### config.mk
export PLATFORM = sky130hd
export DESIGN_NAME = sqrt_result_fifo
export DESIGN_NICKNAME = d
export VERILOG_FILES = /design/src/rtl/sqrt_result_fifo_pkg.sv /design/src/rtl/sqrt_result_fifo_check.sv /design/src/rtl/sqrt_result_fifo.sv
export SDC_FILE = /design/constraint.sdc
export NUM_CORES = 1
export LEC_CHECK = 0
export BUFFER_PORTS_ARGS = -buffer_cell sky130_fd_sc_hd__buf_4
export CAP_MARGIN = 20
export CORE_MARGIN = 4
export CORE_UTILIZATION = 50
export DETAILED_ROUTE_END_ITERATION = 10
export PLACE_DENSITY_LB_ADDON = 0.08
export SLEW_MARGIN = 20
export SYNTH_ARGS = -nofsm -noshare
export SYNTH_HDL_FRONTEND = slang
export SYNTH_SLANG_ARGS = --single-unit
export TNS_END_PERCENT = 5
### constraint.sdc
create_clock -name clk -period 8.4 [get_ports clk]
set_input_delay 1.68 -clock clk [delete_from_list [all_inputs] [get_ports clk]]
set_output_delay 1.68 -clock clk [all_outputs]
set_load 0.01 [all_outputs]
### src/rtl/sqrt_result_fifo_pkg.sv
// Shared widths and entry layout for the square-root result FIFO.
// Imported by the checker and the FIFO top.
package sqrt_result_fifo_pkg;

    localparam int ROOT_W = 8;
    localparam int VAL_W  = 16;
    localparam int REM_W  = 9;

    typedef struct packed {
        logic [ROOT_W-1:0] root;
        logic [REM_W-1:0]  rem;
        logic              err;
    } entry_t;

endpackage

### src/rtl/sqrt_result_fifo_check.sv
// Combinational root consistency check.
// Flags roots that are not floor(sqrt(valor)) and forms the remainder.
module sqrt_check
    import sqrt_result_fifo_pkg::*;
(
    input  logic [VAL_W-1:0]  valor,
    input  logic [ROOT_W-1:0] root,
    output logic [REM_W-1:0]  rem,
    output logic              err
);

    logic [VAL_W-1:0] sq;
    logic [VAL_W:0]   sq1;
    logic [VAL_W:0]   r1;

    // Squares are widened so (255+1)^2 = 65536 does not wrap.
    always_comb begin
        r1  = {{(VAL_W-ROOT_W){1'b0}}, 1'b0, root} + 1'b1;
        sq  = {{(VAL_W-ROOT_W){1'b0}}, root}
            * {{(VAL_W-ROOT_W){1'b0}}, root};
        sq1 = r1 * r1;
        err = (sq > valor) || (sq1 <= {1'b0, valor});
        rem = REM_W'(valor - sq);
    end

endmodule

### src/rtl/sqrt_result_fifo.sv
// Captures square-root results on done rising edges into a FIFO.
// Each entry carries the root, its remainder and a check flag.
module sqrt_result_fifo
    import sqrt_result_fifo_pkg::*;
#(
    parameter int DEPTH = 4
) (
    input  logic                     clk,
    input  logic                     rst_n,
    input  logic [VAL_W-1:0]         valor_i,
    input  logic                     done_i,
    input  logic [ROOT_W-1:0]        root_i,
    output logic                     out_valid_o,
    input  logic                     out_ready_i,
    output logic [ROOT_W-1:0]        out_root_o,
    output logic [REM_W-1:0]         out_rem_o,
    output logic                     out_err_o,
    output logic [$clog2(DEPTH):0]   count_o,
    output logic                     overflow_o
);

    localparam int AW = $clog2(DEPTH);
    localparam logic [AW:0] FULL_CNT = (AW+1)'(DEPTH);

    entry_t          mem [DEPTH];
    entry_t          new_e;
    entry_t          head;
    logic [AW-1:0]   wr_ptr;
    logic [AW-1:0]   rd_ptr;
    logic [AW:0]     count;
    logic            done_q;
    logic            overflow;
    logic            capture;
    logic            pop;
    logic            full;
    logic            write;
    logic [REM_W-1:0] rem;
    logic            err;

    sqrt_check u_check (
        .valor (valor_i),
        .root  (root_i),
        .rem   (rem),
        .err   (err)
    );

    // Capture/pop qualification and head presentation.
    always_comb begin
        capture = done_i && !done_q;
        full    = (count == FULL_CNT);
        pop     = (count != '0) && out_ready_i;
        write   = capture && (!full || pop);
        new_e   = '{root: root_i, rem: rem, err: err};
        head    = mem[rd_ptr];
        if (count == '0) head = '0;
    end

    // Pointers, occupancy, edge detector and sticky overflow.
    always_ff @(posedge clk) begin
        if (!rst_n) begin
            wr_ptr   <= '0;
            rd_ptr   <= '0;
            count    <= '0;
            done_q   <= 1'b1;
            overflow <= 1'b0;
        end else begin
            done_q <= done_i;
            if (write) wr_ptr <= wr_ptr + 1'b1;
            if (pop)   rd_ptr <= rd_ptr + 1'b1;
            if (write && !pop)      count <= count + 1'b1;
            else if (!write && pop) count <= count - 1'b1;
            if (capture && full && !pop) overflow <= 1'b1;
        end
    end

    // Entry storage; contents are don't-care until pointed to.
    always_ff @(posedge clk) begin
        if (rst_n && write) mem[wr_ptr] <= new_e;
    end

    assign out_valid_o = (count != '0);
    assign out_root_o  = head.root;
    assign out_rem_o   = head.rem;
    assign out_err_o   = head.err;
    assign count_o     = count;
    assign overflow_o  = overflow;

endmodule

# Word level (Yosys, flattened, before mapping)
# Memories as Yosys holds them, arrays and structs flattened. A register that Yosys moved wholly into a read port is not among the register bits.
# Index checks and enable logic that the tools add are counted.
# W data, S select, Z words.
[op_classes]
n_addsub = 6
n_mul = 2
div = 0
magnitude_cmp = 2
n_eq_ne = 1
shifts = 0
mux = 7
bitwise = 0
n_reduce_logical = 17
[ops]
columns = ["cell", "n"]
rows = [
  ["$mux W18", 1],
  ["$le A17 B16 Y1", 1],
  ["$mul A17 B17 Y17", 1],
  ["$gt A16 B16 Y1", 1],
  ["$mul A8 B8 Y16", 1],
  ["$add A8 B1 Y9 const B", 1],
  ["$sub A9 B9 Y9", 1],
  ["$logic_and A1 B1 Y1", 8],
  ["$mux W3", 2],
  ["$add A2 B1 Y2 const B", 2],
  ["$logic_not A1 Y1", 4],
  ["$mux W2", 2],
  ["$add A3 B1 Y3 const B", 1],
  ["$eq A3 B3 Y1 const B", 1],
  ["$logic_not A3 Y1", 1],
  ["$reduce_bool A3 Y1", 1],
  ["$sub A3 B1 Y3 const B", 1],
  ["$logic_or A1 B1 Y1", 2],
  ["$mux W1", 2],
  ["$reduce_bool A2 Y1", 1],
]
[word_totals]
regBits = 9
latchBits = 0
mem_bits_rw = 72
mem_bits_ro = 0
out_inout_bits = 23
n_memories = 1
[mem_list]
columns = ["name", "words", "width", "rd", "rd_clocked_by_memory_dff", "write_ports", "line_no", "source"]
rows = [
  ["mem", 4, 18, 1, 1, 1, "sqrt_result_fifo.sv:25", "entry_t mem [DEPTH];"],
]

# Depth between registers and ports, before layout
# Gate-level depths: netlist (run 1).
[depth]
ltp_word = 8
mapped_depth = 29

# Hierarchy
# From an unflattened synthesis (run 1), not the netlist that was laid out.
[unflattened]
cells_unflattened = 771
area_unflattened_um2 = 8067.7
[by_module_without_submodules]
columns = ["module", "instances", "cells_each", "area_each_um2", "seq_area_each_um2"]
rows = [
  ["sqrt_check", 1, 602, 4805.9, 0.0],
  ["sqrt_result_fifo", 1, 169, 3261.9, 2382.3],
]

# Least setup slack after synthesis (run 1)
# No wires, ideal clock.
[synth_timing]
path_type = "input -> register"
from = "input root_i[0]"
to = "memory mem[0][0] in the netlist's numbering, data pin"
t_arrival_ns = 7.205
path_slack_ns = 1.009
cell_stages = 25
path_buffers = 1
path_cell_list = "clkbuf_2 and2_2 nand2_1 xnor2_1 inv_1 nand2_1 inv_1 fa_1 fa_1 inv_1 fa_1 fa_1 inv_1 ha_1 a2111oi_0 o21ai_0 a41oi_2 xnor2_1 ha_1 nand2_1 nor4_1 o21a_1 a2111oi_0 a21oi_1 o22ai_1"
[synth_via]
elab_chain_cells = 4
elab_cells_between_ends = 6
[synth_lines]
columns = ["element", "line_no", "source"]
rows = [
  ["from (decl)", "sqrt_result_fifo.sv:12", "input logic [ROOT_W-1:0] root_i,"],
  ["$add A8 B1 Y9", "sqrt_result_fifo_check.sv:18", "r1 = {{(VAL_W-ROOT_W){1'b0}}, 1'b0, root} + 1'b1;"],
  ["$mul A17 B17 Y17", "sqrt_result_fifo_check.sv:21", "sq1 = r1 * r1;"],
  ["$le A17 B16 Y1", "sqrt_result_fifo_check.sv:22", "err = (sq > valor) || (sq1 <= {1'b0, valor});"],
  ["$logic_or A1 B1 Y1 (*)", "sqrt_result_fifo_check.sv:22", ""],
  ["net err", "sqrt_result_fifo.sv:38", "logic err;"],
  ["to (decl)", "sqrt_result_fifo.sv:25", ""],
]
# Mark *: on every way through the listed nets, which the timed path passes. The rest lies on a longest branch.

# Final worst setup path (run 1)
[layout_timing]
from = "input root_i[1]"
to = "memory mem[0][0] in the netlist's numbering, data pin"
# Same word-level chain as after synthesis.

==> impl_metrics.ini, run 1 <==
[floorplanning]
die_w_um = 135.3
dieArea_mm2 = 0.01831
row_count = 46
core_mm2 = 0.01589
initial_core_util_pct = 51.01
dieHeight_um = 135.3
io_pins = 51

[sta]
finalSetupTns_ns = 0
finalCritPeriodShare_pct = 93.32
hold_slack_ns = 0.4870
final_max_slew_viol_count = 0
grt_setup_unrepaired = false
relSlewSlack_pct = 32.63
setup_violations = 0
period_minus_slack_ns = 7.839
max_freq_mhz = 127.6
hold_violations = 0
worst_pin_slew_ns = 1.010
finClkSkew_ns = 0.007945

[synth]
yosys-top-cells-count = inv_1, ha_1, edfxtp_1
postSynthAreaPerCell_um2 = 10.40
ys_ff_latch = 83
synth-seq-area-share_pct = 29.40
ys.flop_type = edfxtp_1
yosys.area.top_type = edfxtp_1
synth_most_common_cell = inv_1
synth_cell_type_count = 57
ys_async_sr_fraction_pct = 0
synth_edf_count = 72
yosys-top-cells-area = edfxtp_1, ha_1, fa_1
synth_top_cell_area_share_pct = 26.68
syn_inst = 779
synth_area_mm2 = 0.008103
yosys_warnings = 0

[detailed_routing]
drtAntennaViolNets = 0
via_per_inst = 5.269
avgRoutedWirePerCell_um = 16.36
dr.pass1.iters = 4
drcViolationCount = 0
drt-total-wl_mm = 17.19
first_iter_violations = 208
detailroute.via_count = 5538

[cells_and_area]
drive_gt1_share_pct = 11.98
syn2layout_area_growth_pct = 11.15
nFillCells = 1429
nNetsFinal = 1027
multiInputGateArea_mm2 = 0.005080
regArea_mm2 = 0.002382
finalCoreUtilization_pct = 56.69
antennaDiodeCount = 0
final_area_mm2 = 0.009006

[setup_path]
cp_top_family = adder cells
slowest_delay_ns = 0.57
slowest_stage = fa_1
regToRegSetupSlack_ns = 5.82
end_kind = flip-flop
crit_type = input pin to flip-flop
crit_arrival_ns = 7.89
critPathMostFrequentCell = inv_1
critPathMaxFanout = 6
worstPathRequired_ns = 8.45
cp-start-kind = input pin
path_buf_inv = 6

[clocking]
h-tree-depth = 3
clockRootBuffer = clkbuf_16
cts.sinks = 83
postCtsSetupRepairBufs = 0
clk_path_buf_depth = 2
cts_hold_buf = 0
cts_tree = done
insertion_delay_ns = 0.33
clkTransAtPathRegs_ns = 0.06
cts_buffers = 9
cts.repair.resized = 0

[placement]
dp_hpwl_mm = 14.05
placed_cell_area_mm2 = 0.008720
gp_congestion = 0.8572
portBuffers = 50

[global_routing]
grt_antenna_before_repair = 0
grt_pass1_wl_mm = 28.50
grtUsageTotal_pct = 19.73
grt_remaining_overflow = 0
grt_start_max_net_pins = 22
grt_pass1_vias = 5764

[pwr]
p_per_area_mw_per_mm2 = 302.9
p_leak_nw = 4.223
power.total_mw = 2.728
vdd_drop_max_uv = 166.7

[status]
status = finished clean

[run]
cap_violations = 0

[hold_path]
hold_class = flip-flop to flip-flop
-- metrics by stage --
step	instances	setup WS [ns]
6_report	1051	0.5608
5_1_grt	1051	0.07373
4_1_cts	1051	0.5865
3_5_place_dp	1035	0.2804
3_3_place_gp	1035	0.3616
2_1_floorplan	784	1.009
-- final cells by class --
cell class                 instances  share of cell area [%]
multi-input combinational        529                   56.40
tap                              216                   3.001
clock inverter                     5                  0.5974
sequential                        83                   26.45
timing repair buffer              56                   4.668
clock buffer                      11                   2.584
inverter                         151                   6.293
-- layer usage --
| layer | wire length (µm) | track usage (%) |
|---|---|---|
| met1 | 7160 | 24.02 |
| met3 | 515 | 2.526 |
| met5 | 0 | 0 |
| met2 | 9225 | 36.86 |
| met4 | 291 | 5.039 |
-- where the power goes --
part / switching (mW) / internal [mW] / total (mW)
Combinational: 0.998 / 0.791 / 1.79
Clock: 0.146 / 0.229 / 0.374
Sequential: 0.0249 / 0.540 / 0.565
-- final timing paths --
kind	start	to	cells past startpoint
worst min-delay path	overflow_o	overflow_o	2
worst min register to register	overflow_o	overflow_o	2
worst max register to register	count_o[0]	count_o[2]	8
worst max-delay path	root_i[1]	mem[0][0]	25
-- state kept, by name (all words and copies together) (netlist names), named ones only --
register    count
rd_ptr          2
wr_ptr          2
done_q          1
overflow_o      1
mem            72
count_o         3
-- cell usage in the layout, fill, tap and decap left out, types with 3 or more instances in the layout --
cell and count:
ha_1 108, nor2_1 35, nand3b_1 3, nand3_1 10, a211oi_1 6, xor2_1 9, nand2b_1 8, edfxtp_1 72
a21oi_1 27, o21ai_0 17, o21a_1 5, nand4_1 6, nor3_1 8, nor2b_1 9, conb_1 7, dfxtp_1 11
nand4b_1 3, o22ai_1 4, and3_1 7, o21bai_1 5, o211ai_1 4, or3_1 5, a21o_1 13, inv_1 149
nor4_1 3, mux4_2 18, fa_1 61, and2_1 32, buf_4 56, nand2_1 47, xnor2_1 38, a31oi_1 4
clkbuf_16 9
-- cell families (layout without fill, tap and decap cells) --
logic type	count (synthesis)	count (layout)	share of synthesized area (%)
fa+ha+maj	169	169	31.75
compound gates	100	100	8.060
xor+xnor	47	47	5.080
flops	83	83	29.40
mux	21	21	5.389
other cells	2	7	0.09268
buf+inv	172	223	8.138
simple gates	185	185	12.09
-- worst register-to-register path: cells and delay by family (launching register included) --
family                     cells  cell delay [ns]
and+or+nand+nor                3             1.19
adders and majority gates      2             0.57
DFF                            1             0.36
xor gates and xnor gates       1             0.16
AOI/OAI and AO/OA              1             0.16
buffers and inverters          1             0.06
Power figures use the tool's default switching activity.
==> run 2, diff against run 1 <==
--- a/config.mk
+++ b/config.mk
@@ -12,4 +12,5 @@
 export DETAILED_ROUTE_END_ITERATION = 10
 export PLACE_DENSITY_LB_ADDON = 0.08
+export REMOVE_ABC_BUFFERS = 1
 export SLEW_MARGIN = 20
 export SYNTH_ARGS = -nofsm -noshare
==> constraint.sdc (replaced) <==
create_clock -name clk -period 8.4 [get_ports clk]
set_input_delay 1.68 -clock clk [delete_from_list [all_inputs] [get_ports clk]]
set_output_delay 1.68 -clock clk [all_outputs]
set_load 0.05 [all_outputs]
==> run 2 against run 1 <==
Net effect: first-iteration DRC count is 1.9% higher; via count is 0.18% lower; utilization is 0.39 points higher.
==> impl_metrics.ini, run 2 (synthesis results as in run 1) <==
[floorplanning]
dieHeight_um = 135.3
initial_core_util_pct = 51.01
row_count = 46
die_w_um = 135.3
dieArea_mm2 = 0.01831
io_pins = 51
core_mm2 = 0.01589

[detailed_routing]
drt-total-wl_mm = 17.18
via_per_inst = 5.260
wl_met2_mm = 9.143
wl_met1_mm = 7.100
avgRoutedWirePerCell_um = 16.34
top_layer = met4
first_iter_violations = 212
met3_length_um = 486
drcViolationCount = 0
detailroute.via_count = 5528
drtAntennaViolNets = 0
dr.pass1.iters = 4

[clocking]
clockRootBuffer = clkbuf_16
clkTransAtPathRegs_ns = 0.06
clk_path_buf_depth = 2
cts.sinks = 83
postCtsSetupRepairBufs = 0
cts_buffers = 9
h-tree-depth = 3
cts_tree = done
insertion_delay_ns = 0.33

[cells_and_area]
layout.cells.non_filler = 1051
final_common_cell = inv_1
drive_gt1_share_pct = 12.34
nFillCells = 1401
largest_reg_flops = 72
syn2layout_area_growth_pct = 11.91
antennaDiodeCount = 0
final_cell_mix = inv_1, ha_1, edfxtp_1
nNetsFinal = 1028
regMostFlops = mem

[pwr]
clkPwrFrac_pct = 14.4
p_seq_share_pct = 18.6
power.total_mw = 3.016
p_int_mw = 1.621
p_per_area_mw_per_mm2 = 332.6
p_leak_nw = 4.260
vdd_drop_max_uv = 206.5
combPwrFrac_pct = 67.0
switchingPower_mw = 1.395
p_sw_share_pct = 46.25

[sta]
final_max_slew_viol_count = 0
grt_setup_unrepaired = false
max_freq_mhz = 126.7
relSlewSlack_pct = 35.17
finalCritPeriodShare_pct = 93.94
finalSetupTns_ns = 0
worst_pin_slew_ns = 0.9725
setup_violations = 0
finClkSkew_ns = 0.003829
period_minus_slack_ns = 7.891
hold_violations = 0

[status]
status = finished clean

[placement]
dp_hpwl_mm = 13.69
dp.cells = 1036
portBuffers = 50
gp_congestion = 0.8940

[setup_path]
worstPathRequired_ns = 8.45
cp-start-kind = input pin
crit_type = input pin to flip-flop
critPathMaxFanout = 18
slowest_delay_ns = 0.53
critPathMostFrequentCell = fa_1
r2r_cells = 8
regToRegSetupSlack_ns = 5.74
crit_arrival_ns = 7.94
slowest_stage = fa_1
end_kind = flip-flop
rr_endpoint = count_o[2]
reg2reg_from = count_o[0]

[global_routing]
grt_antenna_before_repair = 0
grt_pass1_vias = 5703
grt_start_max_net_pins = 22
grt_remaining_overflow = 0
grt_pass1_wl_mm = 28.35
grtUsageTotal_pct = 19.58

[hold_path]
min-delay-start = overflow_o
hold_path_end = overflow_o
hold_depth = 2
hold_class = flip-flop to flip-flop

[run]
cap_violations = 0
==> run 2: changes by cell type in the layout (fill, tap and decap cells not counted), sizes merged <==
| cell | previous run | this run |
|---|---|---|
| bufinv | 1 | 3 |
| buf | 56 | 57 |
| clkbuf | 11 | 10 |
| clkinv | 2 | 1 |
| clkinvlp | 2 | 1 |
==> run 2: critical path: cells and delay by family <==
kind / cells / cell delay (ns)
AOI/OAI and AO/OA: 9 / 1.69
xor gates and xnor gates: 2 / 0.50
adders and majority gates: 7 / 2.76
buffers and inverters: 4 / 0.47
and+or+nand+nor: 4 / 0.81
==> run 2: how the worst max path moves through the flow <==
stage / startpoint / to / slack [ns] / depth (start not counted)
detailed placement: root_i[0] / mem[3][0] / 0.17 / 25
finish: root_i[0] / mem[3][0] / 0.51 / 26
floorplan: root_i[2] / mem[0][0] / 1.19 / 24
global placement: root_i[0] / mem[0][0] / 0.40 / 25
global route: root_i[0] / mem[0][0] / 0.01 / 24
CTS: root_i[0] / mem[3][0] / 0.49 / 25
==> run 2: per-stage QoR <==
stage	hold slack [ns]	area [µm²]	setup slack, ns	utilization, %
floorplan	0.5238	8029	1.185	-
global placement	0.4810	8727	0.4040	54.94
detailed placement	0.4953	8727	0.1655	54.94
CTS	0.5098	9059	0.4937	57.03
global route	0.5409	9067	0.01292	57.08
finish	0.5076	9067	0.5095	57.08
==> run 2: routing by layer <==
metal / track usage, % / up-vias
met5: 0 / -
met3: 1.783 / 24
met1: 24.04 / 2704
met2: 35.90 / 98
li1: - / 2702
met4: 7.055 / 0
==> run 2: power groups by stage <==
stage | clock network, mW | logic, mW | registers [mW]
4_1_cts | 0.443 | 2.04 | 0.561
2_1_floorplan | 0 | 1.47 | 0.606
5_1_grt | 0.457 | 2.25 | 0.564
3_5_place_dp | 0 | 2.02 | 0.570
3_3_place_gp | 0 | 1.98 | 0.567
6_report | 0.435 | 2.02 | 0.561
==> run 2: area by class of cell <==
type / instances / area (µm²) / area share [%]
Clock buffer: 10 / 229.0 / 2.525
Timing Repair Buffer: 57 / 427.9 / 4.719
Sequential cell: 83 / 2382 / 26.27
Clock inverter: 5 / 102.6 / 1.131
Multi-Input combinational cell: 529 / 5089 / 56.12
Inverter: 151 / 566.8 / 6.251
Tap cell: 216 / 270.3 / 2.981
==> run 2: repair_timing <==
item | 4_1_cts | 5_1_grt
setup endpoints to repair | 0 | 4
hold buffers | 0 | 0
gates resized for setup | 0 | 2
